==> config.mk <==
export PLATFORM = sky130hd
export DESIGN_NAME = flash_read_ctrl
export DESIGN_NICKNAME = d
export VERILOG_FILES = /design/src/rtl/flash_read_ctrl.sv
export SDC_FILE = /design/constraint.sdc
export NUM_CORES = 1
export LEC_CHECK = 0
export BUFFER_PORTS_ARGS = -buffer_cell sky130_fd_sc_hd__buf_2
export CAP_MARGIN = 20
export CORE_ASPECT_RATIO = 0.8
export CORE_UTILIZATION = 25
export CTS_CLUSTER_DIAMETER = 50
export CTS_CLUSTER_SIZE = 20
export DETAILED_ROUTE_END_ITERATION = 10
export GPL_TIMING_DRIVEN = 1
export PLACE_DENSITY = 0.4
export REMOVE_ABC_BUFFERS = 1
export SKIP_LAST_GASP = 1
export SYNTH_ARGS = -nofsm -noshare
export SYNTH_HDL_FRONTEND = slang
export SYNTH_SLANG_ARGS = --single-unit
==> constraint.sdc <==
create_clock -name clock -period 2.62 [get_ports clock]
set_input_delay 0.524 -clock clock [delete_from_list [all_inputs] [get_ports clock]]
set_output_delay 0.524 -clock clock [all_outputs]
set_load 0.01 [all_outputs]
==> src/rtl/flash_read_ctrl.sv <==
// SPI flash READ (0x03) sequencer: drives CS/SCK/MOSI in mode 0, MSB first, and
// streams the returned bytes out as single-cycle rd_valid pulses.
module flash_read_ctrl #(
  parameter int CLK_DIV = 2,
  parameter int ADDR_W  = 24,
  parameter int LEN_W   = 16
) (
  input  logic              clock,
  input  logic              reset_n,
  input  logic              start,
  input  logic [ADDR_W-1:0] addr,
  input  logic [LEN_W-1:0]  len,
  input  logic              abort,
  output logic              busy,
  output logic              done,
  output logic [7:0]        rd_data,
  output logic              rd_valid,
  output logic              flash_oe,
  output logic              flash_cs,
  output logic              flash_sck,
  output logic              flash_mosi,
  input  logic              flash_miso
);

  localparam int OUT_W = 8 + ADDR_W;
  localparam int DIV_W = (CLK_DIV > 1) ? $clog2(CLK_DIV) : 1;
  localparam int BIT_W = $clog2(OUT_W);
  localparam logic [DIV_W-1:0] DIV_LAST = DIV_W'(CLK_DIV - 1);
  localparam logic [BIT_W-1:0] OUT_LAST = BIT_W'(OUT_W - 1);
  localparam logic [BIT_W-1:0] IN_LAST  = BIT_W'(7);
  localparam logic [7:0]       CMD_READ = 8'h03;

  typedef enum logic [2:0] {
    IDLE,
    SETUP,
    SHIFT_OUT,
    SHIFT_IN,
    HOLD,
    GAP
  } state_t;

  state_t             state, state_nxt;
  logic [DIV_W-1:0]   div_cnt, div_cnt_nxt;
  logic [BIT_W-1:0]   bit_cnt, bit_cnt_nxt;
  logic [OUT_W-1:0]   out_sr, out_sr_nxt;
  logic [7:0]         in_sr, in_sr_nxt;
  logic [LEN_W-1:0]   remaining, remaining_nxt;
  logic               busy_nxt, done_nxt, rd_valid_nxt;
  logic [7:0]         rd_data_nxt;
  logic               oe_nxt, cs_nxt, sck_nxt, mosi_nxt;
  logic               div_end;

  // State and every output are registered together so the pins never glitch.
  always_ff @(posedge clock or negedge reset_n) begin
    if (!reset_n) begin
      state      <= IDLE;
      div_cnt    <= '0;
      bit_cnt    <= '0;
      out_sr     <= '0;
      in_sr      <= '0;
      remaining  <= '0;
      busy       <= 1'b0;
      done       <= 1'b0;
      rd_data    <= 8'h00;
      rd_valid   <= 1'b0;
      flash_oe   <= 1'b0;
      flash_cs   <= 1'b1;
      flash_sck  <= 1'b0;
      flash_mosi <= 1'b0;
    end else begin
      state      <= state_nxt;
      div_cnt    <= div_cnt_nxt;
      bit_cnt    <= bit_cnt_nxt;
      out_sr     <= out_sr_nxt;
      in_sr      <= in_sr_nxt;
      remaining  <= remaining_nxt;
      busy       <= busy_nxt;
      done       <= done_nxt;
      rd_data    <= rd_data_nxt;
      rd_valid   <= rd_valid_nxt;
      flash_oe   <= oe_nxt;
      flash_cs   <= cs_nxt;
      flash_sck  <= sck_nxt;
      flash_mosi <= mosi_nxt;
    end
  end

  assign div_end = (div_cnt == DIV_LAST);

  // Each SCK half-period lasts CLK_DIV clocks; div_end marks the clock on which
  // SCK toggles (or a timed SETUP/HOLD/GAP phase ends).
  always_comb begin
    state_nxt     = state;
    div_cnt_nxt   = div_cnt;
    bit_cnt_nxt   = bit_cnt;
    out_sr_nxt    = out_sr;
    in_sr_nxt     = in_sr;
    remaining_nxt = remaining;
    done_nxt      = 1'b0;
    rd_valid_nxt  = 1'b0;
    rd_data_nxt   = rd_data;
    cs_nxt        = flash_cs;
    sck_nxt       = flash_sck;
    mosi_nxt      = flash_mosi;

    case (state)
      IDLE: begin
        if (start && !abort) begin
          if (len != '0) begin
            state_nxt     = SETUP;
            out_sr_nxt    = {CMD_READ, addr};
            remaining_nxt = len;
            div_cnt_nxt   = '0;
            bit_cnt_nxt   = '0;
            cs_nxt        = 1'b0;
            sck_nxt       = 1'b0;
            mosi_nxt      = CMD_READ[7];
          end else begin
            done_nxt = 1'b1;
          end
        end
      end

      SETUP: begin
        if (div_end) begin
          state_nxt   = SHIFT_OUT;
          div_cnt_nxt = '0;
          sck_nxt     = 1'b1;
        end else begin
          div_cnt_nxt = div_cnt + DIV_W'(1);
        end
      end

      SHIFT_OUT: begin
        if (!div_end) begin
          div_cnt_nxt = div_cnt + DIV_W'(1);
        end else begin
          div_cnt_nxt = '0;
          sck_nxt     = !flash_sck;
          // MOSI only moves on the falling edge so it is stable at the rise.
          if (flash_sck) begin
            if (bit_cnt == OUT_LAST) begin
              state_nxt   = SHIFT_IN;
              bit_cnt_nxt = '0;
              mosi_nxt    = 1'b0;
            end else begin
              bit_cnt_nxt = bit_cnt + BIT_W'(1);
              out_sr_nxt  = out_sr << 1;
              mosi_nxt    = out_sr[OUT_W-2];
            end
          end
        end
      end

      SHIFT_IN: begin
        if (!div_end) begin
          div_cnt_nxt = div_cnt + DIV_W'(1);
        end else begin
          div_cnt_nxt = '0;
          sck_nxt     = !flash_sck;
          if (flash_sck) begin
            if (remaining == '0) begin
              state_nxt = HOLD;
            end
          end else begin
            in_sr_nxt = {in_sr[6:0], flash_miso};
            if (bit_cnt == IN_LAST) begin
              bit_cnt_nxt   = '0;
              rd_valid_nxt  = 1'b1;
              rd_data_nxt   = {in_sr[6:0], flash_miso};
              remaining_nxt = remaining - LEN_W'(1);
            end else begin
              bit_cnt_nxt = bit_cnt + BIT_W'(1);
            end
          end
        end
      end

      HOLD: begin
        if (div_end) begin
          state_nxt   = GAP;
          div_cnt_nxt = '0;
          cs_nxt      = 1'b1;
          done_nxt    = 1'b1;
        end else begin
          div_cnt_nxt = div_cnt + DIV_W'(1);
        end
      end

      GAP: begin
        if (div_end) begin
          state_nxt   = IDLE;
          div_cnt_nxt = '0;
        end else begin
          div_cnt_nxt = div_cnt + DIV_W'(1);
        end
      end

      default: begin
        state_nxt   = IDLE;
        div_cnt_nxt = '0;
        cs_nxt      = 1'b1;
        sck_nxt     = 1'b0;
        mosi_nxt    = 1'b0;
      end
    endcase

    // Abort wins over everything: partial byte dropped, no done; GAP is already deselecting.
    if (abort && (state != IDLE) && (state != GAP)) begin
      state_nxt    = GAP;
      div_cnt_nxt  = '0;
      bit_cnt_nxt  = '0;
      cs_nxt       = 1'b1;
      sck_nxt      = 1'b0;
      mosi_nxt     = 1'b0;
      done_nxt     = 1'b0;
      rd_valid_nxt = 1'b0;
      rd_data_nxt  = rd_data;
    end

    busy_nxt = (state_nxt != IDLE);
    oe_nxt   = (state_nxt != IDLE);
  end

endmodule

Word-level counts from Yosys, hierarchy flattened
Cells that the tools add are included.
Word-level totals
  flip-flop bits (word level): 77
  input bits: 45
  output and inout bits: 15
Operators by class
  add/sub/neg operators: 3
  eq/ne operators: 28
  multiplexer cells: 61
  bitwise gates (word level): 2
  reduce and logical (&&, ||, !) cells: 27
Operators with widths (count)
  $mux 31: 5
  $mux 16: 5
  $pmux 31 s2: 1
  $mux 5: 9
  $mux 3: 12
  $pmux 16 s2: 1
  $ne 3x3->1 const B: 9
  $mux 1: 21
  $pmux 3 s6: 1
  $logic_not 16->1: 1
  $ne 2x2->1 const B: 8
  $reduce_bool 16->1: 1
  $sub 16x1->16 const B: 1
  $pmux 5 s3: 1
  $reduce_and 5->1: 3
  $reduce_and 6->1: 2
  $reduce_or 4->1: 2
  $reduce_and 7->1: 1
  $eq 3x2->1 const B: 2
  $eq 3x3->1 const B: 2
  $ne 2x1->1 const B: 3
  $pmux 1 s3: 2
  $reduce_bool 3->1: 2
  $add 5x1->5 const B: 1
  18 further kinds: 25

Depth between registers and ports, before layout
Gate-level depths: netlist of the first run.
  depth after elaboration: 7
  gate-level depth with buffers: 8

Least setup slack after synthesis of the first run
No wires, ideal clock.
  path kind: input to register
  start point: in len[6]
  end point: reg remaining[15]
  arrival time: 2.150 ns
  setup slack: 0.346 ns
  stages on the path: 6
  buffers on the path: 1
  path through: or4_1 > o41a_1 > a22o_2 > buf_6 > a21oi_2 > a21oi_1
On the way
  word-level cells in the longest chain between the ends: 3
Ends and longest elaborated chain
  start, declared: RTL line 12  | input logic [LEN_W-1:0] len,
  $reduce_bool 16->1: RTL line 109  | if (len != '0) begin
  $ne 2x2->1 (no source line)
  $reduce_and 6->1 (no source line)
  end signal, assigned: RTL line 76  | remaining <= remaining_nxt;
  end, declared: RTL line 47  | logic [LEN_W-1:0] remaining, remaining_nxt;
Every way passes these cells.
A chain may end at the register's enable or synchronous reset.

Worst setup path after layout of the first run
  start point: reg bit_cnt[0]
  end point: reg bit_cnt[3]
On the way
  word-level cells in the longest chain between the ends: 6
  elaborated cells between the ends (all ways): 11
Ends and longest elaborated chain
  start, declared: RTL line 44  | logic [BIT_W-1:0] bit_cnt, bit_cnt_nxt;
  start signal, assigned: RTL line 73  | bit_cnt <= bit_cnt_nxt;
  $add 5x1->5, or another cell as far along: RTL line 147, 173
  $mux 5 (on tied branches): RTL line 167, 142
  $mux 5 (on tied branches): RTL line 161, 141
  $mux 5 (on tied branches): RTL line 156, 135
  $pmux 5 s3 *: RTL line 106  | case (state)
  $mux 5 *: RTL line 209  | if (abort && (state != IDLE) && (state != GAP)) begin
Mark *: on every way between the ends. The rest lies on a longest branch, timed or not. The select of a mux whose other input is x is not followed.

==> impl_metrics.json, run 1 <==
{
  "status": "finished clean",
  "crit_path_cell_trace": "ha_1 > and3_1 > ha_1 > nor2b_1 > a2111o_1 > or2_2 > o31ai_1",
  "synth.avg_cell_area_um2": 9.11,
  "cts.clk_slew.worst_paths_ns": 0.06,
  "ys_seq_area_share_pct": 47.8,
  "overflow": 0,
  "hold_path.class": "input port to asynchronous set/reset pin",
  "crit_type": "flip-flop to flip-flop",
  "start_kind": "flip-flop",
  "drtIter0Drc": 352,
  "period_needed_ns": 2.36,
  "drive_gt1_share_pct": 25.7,
  "cts_tree": "built",
  "die_height_um": 116,
  "rsz0062_at_grt": "false",
  "slowest_stage": "a2111o_1",
  "core_area_mm2": 0.0157,
  "dp_worst_setup_slack_ns": 0.109,
  "setup_violations": 0,
  "min_period_over_period_pct": 90.0,
  "nNetsFinal": 553,
  "p_total_mw": 4.61,
  "crit_top_cell": "ha_1",
  "area_delta_synth_final_pct": 23.7,
  "worst_pin_slew_ns": 0.582,
  "clk_latency_ns": 0.34,
  "synth_edf_count": 0,
  "p_per_area_mw_per_mm2": 924,
  "synth_top_area_share_pct": 47.1,
  "leakage_nw": 2.17,
  "fin_hold_ws_ns": 0.160,
  "vias": 3406,
  "cts_buffers": 9,
  "io_buffers": 59,
  "wl_per_cell_um": 14.6,
  "fmax_ghz": 0.424,
  "hold_viol": 0,
  "cts-root-buf": "clkbuf_16",
  "ff2ff_path_depth": 7,
  "antenna_found_initial": 0,
  "placed_area_mm2": 0.00467,
  "slew_headroom_pct": 60.8,
  "fin_skew_ns": 0.00719,
  "synth_area_leaders": "dfrtp_1, nand2_1, mux2_2",
  "clockBufferDepth": 2,
  "die_area_mm2": 0.0167,
  "synth_cells": 443,
  "grt_max_degree": 63,
  "grt.total_usage_pct": 13.9,
  "start_util_pct": 25.6,
  "hpwlAfterDp_mm": 7.38,
  "yosysWarnings": 0,
  "cts_setup_buffers": 0,
  "ys_types": 57,
  "clockPowerShare_pct": 28.9,
  "drc": 0,
  "cts_resized": 0,
  "ant_nets": 0,
  "cts_num_sinks": 77,
  "design_area_mm2": 0.00499,
  "peakVddDrop_mv": 0.313,
  "switchingPower_mw": 1.60,
  "finalMaxSlewViolations": 0,
  "p_comb_share_pct": 30.7,
  "yosysTopAreaCell": "dfrtp_1",
  "cts_hold_buffers": 0,
  "rows": 41,
  "ys_ff_latch": 77,
  "grt_pass1_vias": 3243,
  "max_stage_delay_ns": 0.44,
  "synth_flop_cell": "dfrtp_1",
  "drv_cap": 0,
  "cp.arrival_ns": 2.61,
  "cts-htree-levels": 3,
  "drt_first_pass_iters": 4,
  "crit_fanout": 4,
  "swShare_pct": 34.8,
  "vias_per_cell": 4.70,
  "io_pins": 60,
  "netlist_area_mm2": 0.00404,
  "drt-total-wl_mm": 10.6,
  "finalWorstSetupSlack_ns": 0.263,
  "power.share.sequential_pct": 40.4,
  "crit_required_ns": 2.87,
  "antennaDiodeCount": 0,
  "cp-end-kind": "flip-flop",
  "synth_async_sr_flop_share_pct": 100,
  "p_int_mw": 3.01,
  "die_w_um": 144,
  "grt_pass1_wl_mm": 17.6,
  "gp_congestion": 0.790
}
## power groups by stage
stage / Clock (mW) / Combinational, mW / Sequential (mW)
finish: 1.33 / 1.42 / 1.86
global route: 1.44 / 1.61 / 1.91
CTS: 1.39 / 1.42 / 1.86
detailed placement: 0 / 1.42 / 1.87
global placement: 0 / 1.42 / 1.87
floorplan: 0 / 0.895 / 1.85
## registers in the layout, summed over array words and instances (netlist names)
name        flops
out_sr         31
flash_cs        1
div_cnt         1
rd_valid        1
flash_sck       1
remaining      16
bit_cnt         5
in_sr           7
flash_oe        1
done            1
rd_data         8
flash_mosi      1
state           3
## critical path, delay by kind of cell, from the launching register on
kind | cells | cell delay [ns]
simple gates | 3 | 0.70
compound gates | 2 | 0.66
fa+ha+maj | 2 | 0.50
flops | 1 | 0.41
## layout by cell type, fill, tap and decap left out, drive strengths merged, types with 3 or more instances in the layout
| master | n |
|---|---|
| a211oi | 3 |
| a21oi | 25 |
| a22oi | 4 |
| a31oi | 27 |
| a32oi | 3 |
| buf | 81 |
| clkbuf | 11 |
| dfrtp | 76 |
| ha | 4 |
| inv | 18 |
| mux2 | 17 |
| nand2 | 67 |
| nand2b | 5 |
| nand3 | 15 |
| nor2 | 49 |
| nor2b | 5 |
| nor3 | 5 |
| nor4 | 5 |
| o21ai | 28 |
| o22ai | 8 |
| o31ai | 3 |
| o32ai | 5 |
| or2 | 3 |
| or4 | 6 |
## metal layers
layer,routed length (um),global-route usage [%],part of all wire [%]
met5,0,0,0
met4,80,2.77,0.76
met3,418,4.01,4.0
met2,4340,18.7,41
met1,5710,21.4,54
## per-stage QoR
stage	utilization [%]	TNS, ns	std cells
floorplan	-	-26.33	412
global placement	29.7	0	708
detailed placement	29.7	0	708
CTS	31.7	0	724
global route	31.7	0	724
finish	31.7	0	724
## cell type report
type	instances	area [um2]
Clock buffer	11	233
Sequential cell	77	1930
Multi-Input combinational cell	318	1910
Tap cell	215	269
Inverter	17	63.8
Timing Repair Buffer	81	500
Fill cell	1694	10800
Clock inverter	5	83.8
## cells in the mapped netlist, drive strengths merged, types with 2 or more instances
library cell	count
nor3	5
a221oi	2
a22o	2
nand4b	2
or2	3
o21ai	28
nor2	49
nor4bb	2
o32ai	5
or4	6
a22oi	4
a21oi	25
a211oi	3
clkbuf	23
nand3	15
nand3b	2
nand2	67
a32oi	3
nor2b	5
nand2b	5
a31oi	27
and3	2
o31ai	3
inv	17
ha	4
dfrtp	76
nor4	5
a21o	2
buf	8
o22ai	8
mux2	17
o21a	2
nor3b	2
## final timing paths
path | start | endpoint | slack (ns)
min reg2reg | flash_cs | flash_cs | 0.47
max | bit_cnt[0] | bit_cnt[3] | 0.26
min | reset_n | out_sr[15] | 0.16
min in group clock | addr[0] | out_sr[0] | 0.41
max in group asynchronous | reset_n | flash_cs | 1.81
max reg2reg | bit_cnt[0] | bit_cnt[3] | 0.26
## cell families after synthesis
| family | Yosys count | synth area share (%) |
|---|---|---|
| adders and majority gates | 4 | 1.24 |
| AOI/OAI and AO/OA | 123 | 20.9 |
| xor gates and xnor gates | 1 | 0.217 |
| muxes | 17 | 4.74 |
| DFF | 77 | 47.8 |
| buffers and inverters | 48 | 5.15 |
| and+or+nand+nor | 173 | 20.0 |
Power figures use the tool's default switching activity.
==> run 2: changes to the inputs <==
--- a/config.mk
+++ b/config.mk
@@ -5,6 +5,7 @@
 export SDC_FILE = /design/constraint.sdc
 export NUM_CORES = 1
 export LEC_CHECK = 0
+export ABC_AREA = 1
 export BUFFER_PORTS_ARGS = -buffer_cell sky130_fd_sc_hd__buf_2
 export CAP_MARGIN = 20
 export CORE_ASPECT_RATIO = 0.8
==> impl_metrics.json, run 2 <==
{
  "status": "finished clean",
  "crit_path_start": "state[1]",
  "wl_per_cell_um": 12.7,
  "power.share.sequential_pct": 38.6,
  "die_area_mm2": 0.0183,
  "ant_nets": 0,
  "cp.arrival_ns": 2.48,
  "die_height_um": 121,
  "ys_seq_area_share_pct": 43.4,
  "fill_cells": 1909,
  "final_cell_mix": "nand2_1, dfrtp_1, o21ai_0",
  "multi_input_area_mm2": 0.00206,
  "crit_fanout": 25,
  "rsz0062_at_grt": "false",
  "nNetsFinal": 709,
  "io_pins": 60,
  "grt_pass1_wl_mm": 19.4,
  "crit_type": "flip-flop to flip-flop",
  "ys_types": 37,
  "cts-htree-levels": 3,
  "seq_area_mm2": 0.00193,
  "cts.clk_slew.worst_paths_ns": 0.06,
  "netlist_area_mm2": 0.00444,
  "fin_skew_ns": 0.0116,
  "overflow": 0,
  "fmax_ghz": 0.446,
  "slowest_stage": "dfrtp_1",
  "synth_cells": 609,
  "drc": 0,
  "synth_area_leaders": "dfrtp_1, nand2_1, o21ai_0",
  "ff2ff_path_depth": 8,
  "antennaDiodeCount": 0,
  "clockPowerShare_pct": 24.6,
  "final.setup.tns_ns": 0,
  "r2r_start": "state[1]",
  "grt_pass1_vias": 3895,
  "drt_first_pass_iters": 5,
  "largest_reg_flops": 31,
  "hpwlAfterDp_mm": 7.94,
  "start_util_pct": 25.6,
  "p_per_area_mw_per_mm2": 935,
  "setup_violations": 0,
  "antenna_found_initial": 0,
  "hold_viol": 0,
  "clk_latency_ns": 0.35,
  "vias_per_cell": 4.45,
  "cts_resized": 0,
  "placed_area_mm2": 0.00489,
  "min_period_over_period_pct": 85.6,
  "crit_path_cell_trace": "nand3_4 > inv_2 > o21ai_1 > nand2_1 > nor2_4 > inv_2 > nand2_1 > nand2_1",
  "leakage_nw": 2.64,
  "io_buffers": 59,
  "yosysTopAreaCell": "dfrtp_1",
  "p_comb_share_pct": 36.8,
  "synth_flop_cell": "dfrtp_1",
  "regMostFlops": "out_sr",
  "cts-root-buf": "clkbuf_16",
  "swShare_pct": 41.9,
  "die_w_um": 151,
  "path_buf_inv": 2,
  "rows": 43,
  "cts_hold_buffers": 0,
  "synth_common_cells": "nand2_1, dfrtp_1, o21ai_0, inv_1, nor2_1",
  "gp_congestion": 0.795,
  "synth.avg_cell_area_um2": 7.30,
  "cts_setup_buffers": 0,
  "drive_gt1_share_pct": 17.1,
  "worst_pin_slew_ns": 0.575,
  "slew_headroom_pct": 61.6,
  "vias": 3958,
  "cts_num_sinks": 77,
  "grt_max_degree": 58,
  "synth_async_sr_flop_share_pct": 100,
  "yosysWarnings": 0,
  "max_stage_delay_ns": 0.53,
  "critPathTopFamily": "simple AND/OR/NAND/NOR gates",
  "cts_buffers": 9,
  "drv_cap": 0,
  "start_kind": "flip-flop",
  "final_common_cell": "nand2_1",
  "hold_path.class": "input port to asynchronous set/reset pin",
  "core_area_mm2": 0.0174,
  "design_area_mm2": 0.00517,
  "top_regs": "out_sr x31, remaining x16, rd_data x8",
  "crit_required_ns": 2.85,
  "cp-end-kind": "flip-flop",
  "worst-path-stages": 8,
  "cts_tree": "built",
  "finalMaxSlewViolations": 0,
  "clockBufferDepth": 2,
  "synth_edf_count": 0,
  "crit_top_cell": "nand2_1",
  "synth_top_area_share_pct": 42.8,
  "period_needed_ns": 2.24,
  "ys_ff_latch": 77,
  "fin_hold_ws_ns": 0.145,
  "drtIter0Drc": 373,
  "peakVddDrop_mv": 0.301,
  "grt.total_usage_pct": 13.8,
  "switchingPower_mw": 2.03,
  "drt-total-wl_mm": 11.3,
  "p_int_mw": 2.81,
  "area_delta_synth_final_pct": 16.3,
  "post-synth-top-count-cell": "nand2_1"
}
-- run 2: changes by cell type after synthesis, moves of 6 or more --
cell	delta
nand3_1	+34
nand2_1	+130
o21ai_1	+8
mux2_2	-17
clkbuf_1	-16
inv_1	+50
a21oi_1	-19
o22ai_1	-6
nand3_2	+6
o21ai_0	+47
a31oi_1	-26
-- run 2: worst paths after layout --
check                                to  slack (ns)
max                        remaining[8]        0.38
min                        remaining[7]        0.14
max reg2reg                remaining[8]        0.38
min reg2reg                  rd_data[7]        0.47
max in group asynchronous     out_sr[1]        1.86
min in group clock            out_sr[0]        0.43
-- run 2: per-stage QoR --
| step | util (%) | power (mW) | worst slack (ns) | std cells |
|---|---|---|---|---|
| final | 29.7 | 4.83 | 0.377 | 890 |
| after global routing | 29.7 | 5.28 | 0.0543 | 890 |
| after CTS | 29.7 | 4.89 | 0.321 | 890 |
| after detailed placement | 28.1 | 3.66 | 0.336 | 874 |
| after global placement | 28.1 | 3.65 | 0.327 | 874 |
| after floorplan | - | 3.12 | 0.707 | 586 |
-- run 2: metal layers --
layer,GRT usage [%],routed length (um),part of all wire [%]
met1,19.4,5790,51
met3,3.83,531,4.7
met4,4.81,157,1.4
met5,0,0,0
met2,20.0,4780,42
-- run 2: kinds of logic (layout without fill, tap and decap cells) --
| kind of cell | count (synthesis) | after routing | synth area share [%] |
|---|---|---|---|
| adders and majority gates | 4 | 4 | 1.13 |
| and+or+nand+nor | 336 | 336 | 33.5 |
| DFF | 77 | 77 | 43.4 |
| AOI/OAI and AO/OA | 94 | 94 | 11.3 |
| xor gates and xnor gates | 3 | 3 | 0.591 |
| buffers and inverters | 95 | 151 | 10.1 |
-- run 2: power by group through the flow --
stage,clock [mW],sequential (mW),combinational [mW]
floorplan,0,1.81,1.31
global placement,0,1.88,1.77
detailed placement,0,1.88,1.78
CTS,1.24,1.86,1.79
global route,1.29,1.91,2.08
finish,1.19,1.87,1.78
-- run 2: cell type report --
type | instances | area share [%]
Multi-Input combinational cell | 437 | 40.0
Sequential cell | 77 | 37.3
Timing Repair Buffer | 63 | 6.59
Tap cell | 225 | 5.45
Inverter | 72 | 5.33
Clock buffer | 10 | 4.43
Clock inverter | 6 | 0.944
==> run 3: changes to the inputs <==
==> constraint.sdc (replaced) <==
create_clock -name clock -period 2.4 [get_ports clock]
set_input_delay 0.48 -clock clock [delete_from_list [all_inputs] [get_ports clock]]
set_output_delay 0.48 -clock clock [all_outputs]
set_load 0.01 [all_outputs]
==> impl_metrics.json, run 3 (synthesis results as in run 2) <==
{
  "hold_path.class": "input port to asynchronous set/reset pin",
  "fin_skew_ns": 0.00605,
  "finalMaxSlewViolations": 0,
  "cp-end-kind": "flip-flop",
  "crit_type": "flip-flop to flip-flop",
  "min_period_over_period_pct": 92.4,
  "drc": 0,
  "clockBufferDepth": 2,
  "slowest_stage": "nand2_4",
  "crit_fanout": 57,
  "fin_util_pct": 30.0,
  "finalWorstSetupSlack_ns": 0.183,
  "overflow": 0,
  "grt_pass1_wl_mm": 18.9,
  "die_area_mm2": 0.0183,
  "grt_pass1_vias": 3757,
  "hpwlAfterDp_mm": 7.93,
  "worst_pin_slew_ns": 0.578,
  "r2r_start": "bit_cnt[0]",
  "final.setup.tns_ns": 0,
  "final_cell_mix": "nand2_1, dfrtp_1, o21ai_0",
  "area_delta_synth_final_pct": 17.3,
  "io_buffers": 59,
  "period_needed_ns": 2.22,
  "final_common_cell": "nand2_1",
  "ff2ff_path_depth": 8,
  "use_met2_pct": 19.3,
  "vias_per_cell": 4.35,
  "cts_hold_buffers": 0,
  "drt-total-wl_mm": 10.9,
  "worst-path-stages": 8,
  "crit_required_ns": 2.60,
  "nNetsFinal": 713,
  "wl_per_cell_um": 12.2,
  "ant_nets": 0,
  "p_per_area_mw_per_mm2": 1020,
  "setup_violations": 0,
  "antennaDiodeCount": 0,
  "cp.arrival_ns": 2.41,
  "core_area_mm2": 0.0174,
  "drt_first_pass_iters": 5,
  "grt_max_degree": 58,
  "largest_reg_flops": 31,
  "crit_path_cell_trace": "ha_1 > nand2_1 > nor2_1 > ha_1 > nor2_4 > nand3_4 > nand2_4 > o21ai_0",
  "leakage_nw": 2.67,
  "slew_headroom_pct": 61.5,
  "io_pins": 60,
  "max_stage_delay_ns": 0.47,
  "gr-usage-met1_pct": 19.4,
  "cts_setup_buffers": 0,
  "regMostFlops": "out_sr",
  "regToRegSetupSlack_ns": 0.18,
  "grt.total_usage_pct": 13.4,
  "crit_top_cell": "ha_1",
  "busiest_layer": "met1",
  "clk_latency_ns": 0.35,
  "cts_num_sinks": 77,
  "dp_worst_setup_slack_ns": 0.207,
  "hold_viol": 0,
  "r2r-end": "out_sr[13]",
  "vias": 3888,
  "top_regs": "out_sr x31, remaining x16, rd_data x8",
  "die_w_um": 151,
  "cts-root-buf": "clkbuf_16",
  "rows": 43,
  "start_util_pct": 25.6,
  "drtIter0Drc": 317,
  "antenna_found_initial": 0,
  "drive_gt1_share_pct": 17.8,
  "cts.clk_slew.worst_paths_ns": 0.07,
  "grtUsageMet3_pct": 4.10,
  "gp_congestion": 0.816,
  "cts_buffers": 9,
  "path_buf_inv": 0,
  "cts_resized": 0,
  "drv_cap": 0,
  "fill_cells": 1884,
  "start_kind": "flip-flop",
  "cts-htree-levels": 3,
  "fmax_ghz": 0.451,
  "critPathTopFamily": "simple AND/OR/NAND/NOR gates",
  "status": "finished clean",
  "cts_tree": "built",
  "rsz0062_at_grt": "false",
  "die_height_um": 121,
  "peakVddDrop_mv": 0.324
}
run 3: final cells by class:
class	count	area, um2	share of cell area, %
Inverter	72	275	5.28
Sequential cell	77	1930	37.0
Multi-Input combinational cell	437	2060	39.6
Clock buffer	10	239	4.58
Clock inverter	6	53.8	1.03
Timing Repair Buffer	67	370	7.11
Tap cell	225	282	5.40
run 3: worst max-delay path by stage:
| stage | to | from | slack [ns] |
|---|---|---|---|
| detailed placement | out_sr[13] | bit_cnt[0] | 0.21 |
| global route | out_sr[0] | bit_cnt[0] | 0.002 |
| global placement | out_sr[0] | bit_cnt[0] | 0.23 |
| CTS | out_sr[0] | bit_cnt[0] | 0.19 |
| floorplan | out_sr[0] | bit_cnt[0] | 0.49 |
| finish | out_sr[13] | bit_cnt[0] | 0.18 |
run 3: through the flow:
stage | cell area, um2 | hold slack (ns) | total power, mW | instances
5_1_grt | 5210 | 0.131 | 5.83 | 894
2_1_floorplan | 4270 | 0.184 | 3.41 | 586
6_report | 5210 | 0.0995 | 5.32 | 894
4_1_cts | 5210 | 0.114 | 5.41 | 894
3_3_place_gp | 4920 | 0.460 | 4.01 | 878
3_5_place_dp | 4920 | 0.461 | 4.00 | 878
run 3: layer usage:
| layer | part of all wire, % | wire length [um] | vias to the layer above |
|---|---|---|---|
| li1 | - | - | 2044 |
| met1 | 52 | 5700 | 1769 |
| met2 | 42 | 4630 | 71 |
| met3 | 4.6 | 506 | 4 |
| met4 | 0.89 | 97 | 0 |
| met5 | 0 | 0 | - |
run 3: report_power, final:
group | total, mW | leakage, nW | internal (mW) | switching (mW)
logic | 1.94 | 1.56 | 0.647 | 1.29
registers | 2.03 | 0.972 | 1.72 | 0.308
clock network | 1.35 | 0.142 | 0.747 | 0.604
total | 5.32 | 2.67 | 3.11 | 2.21
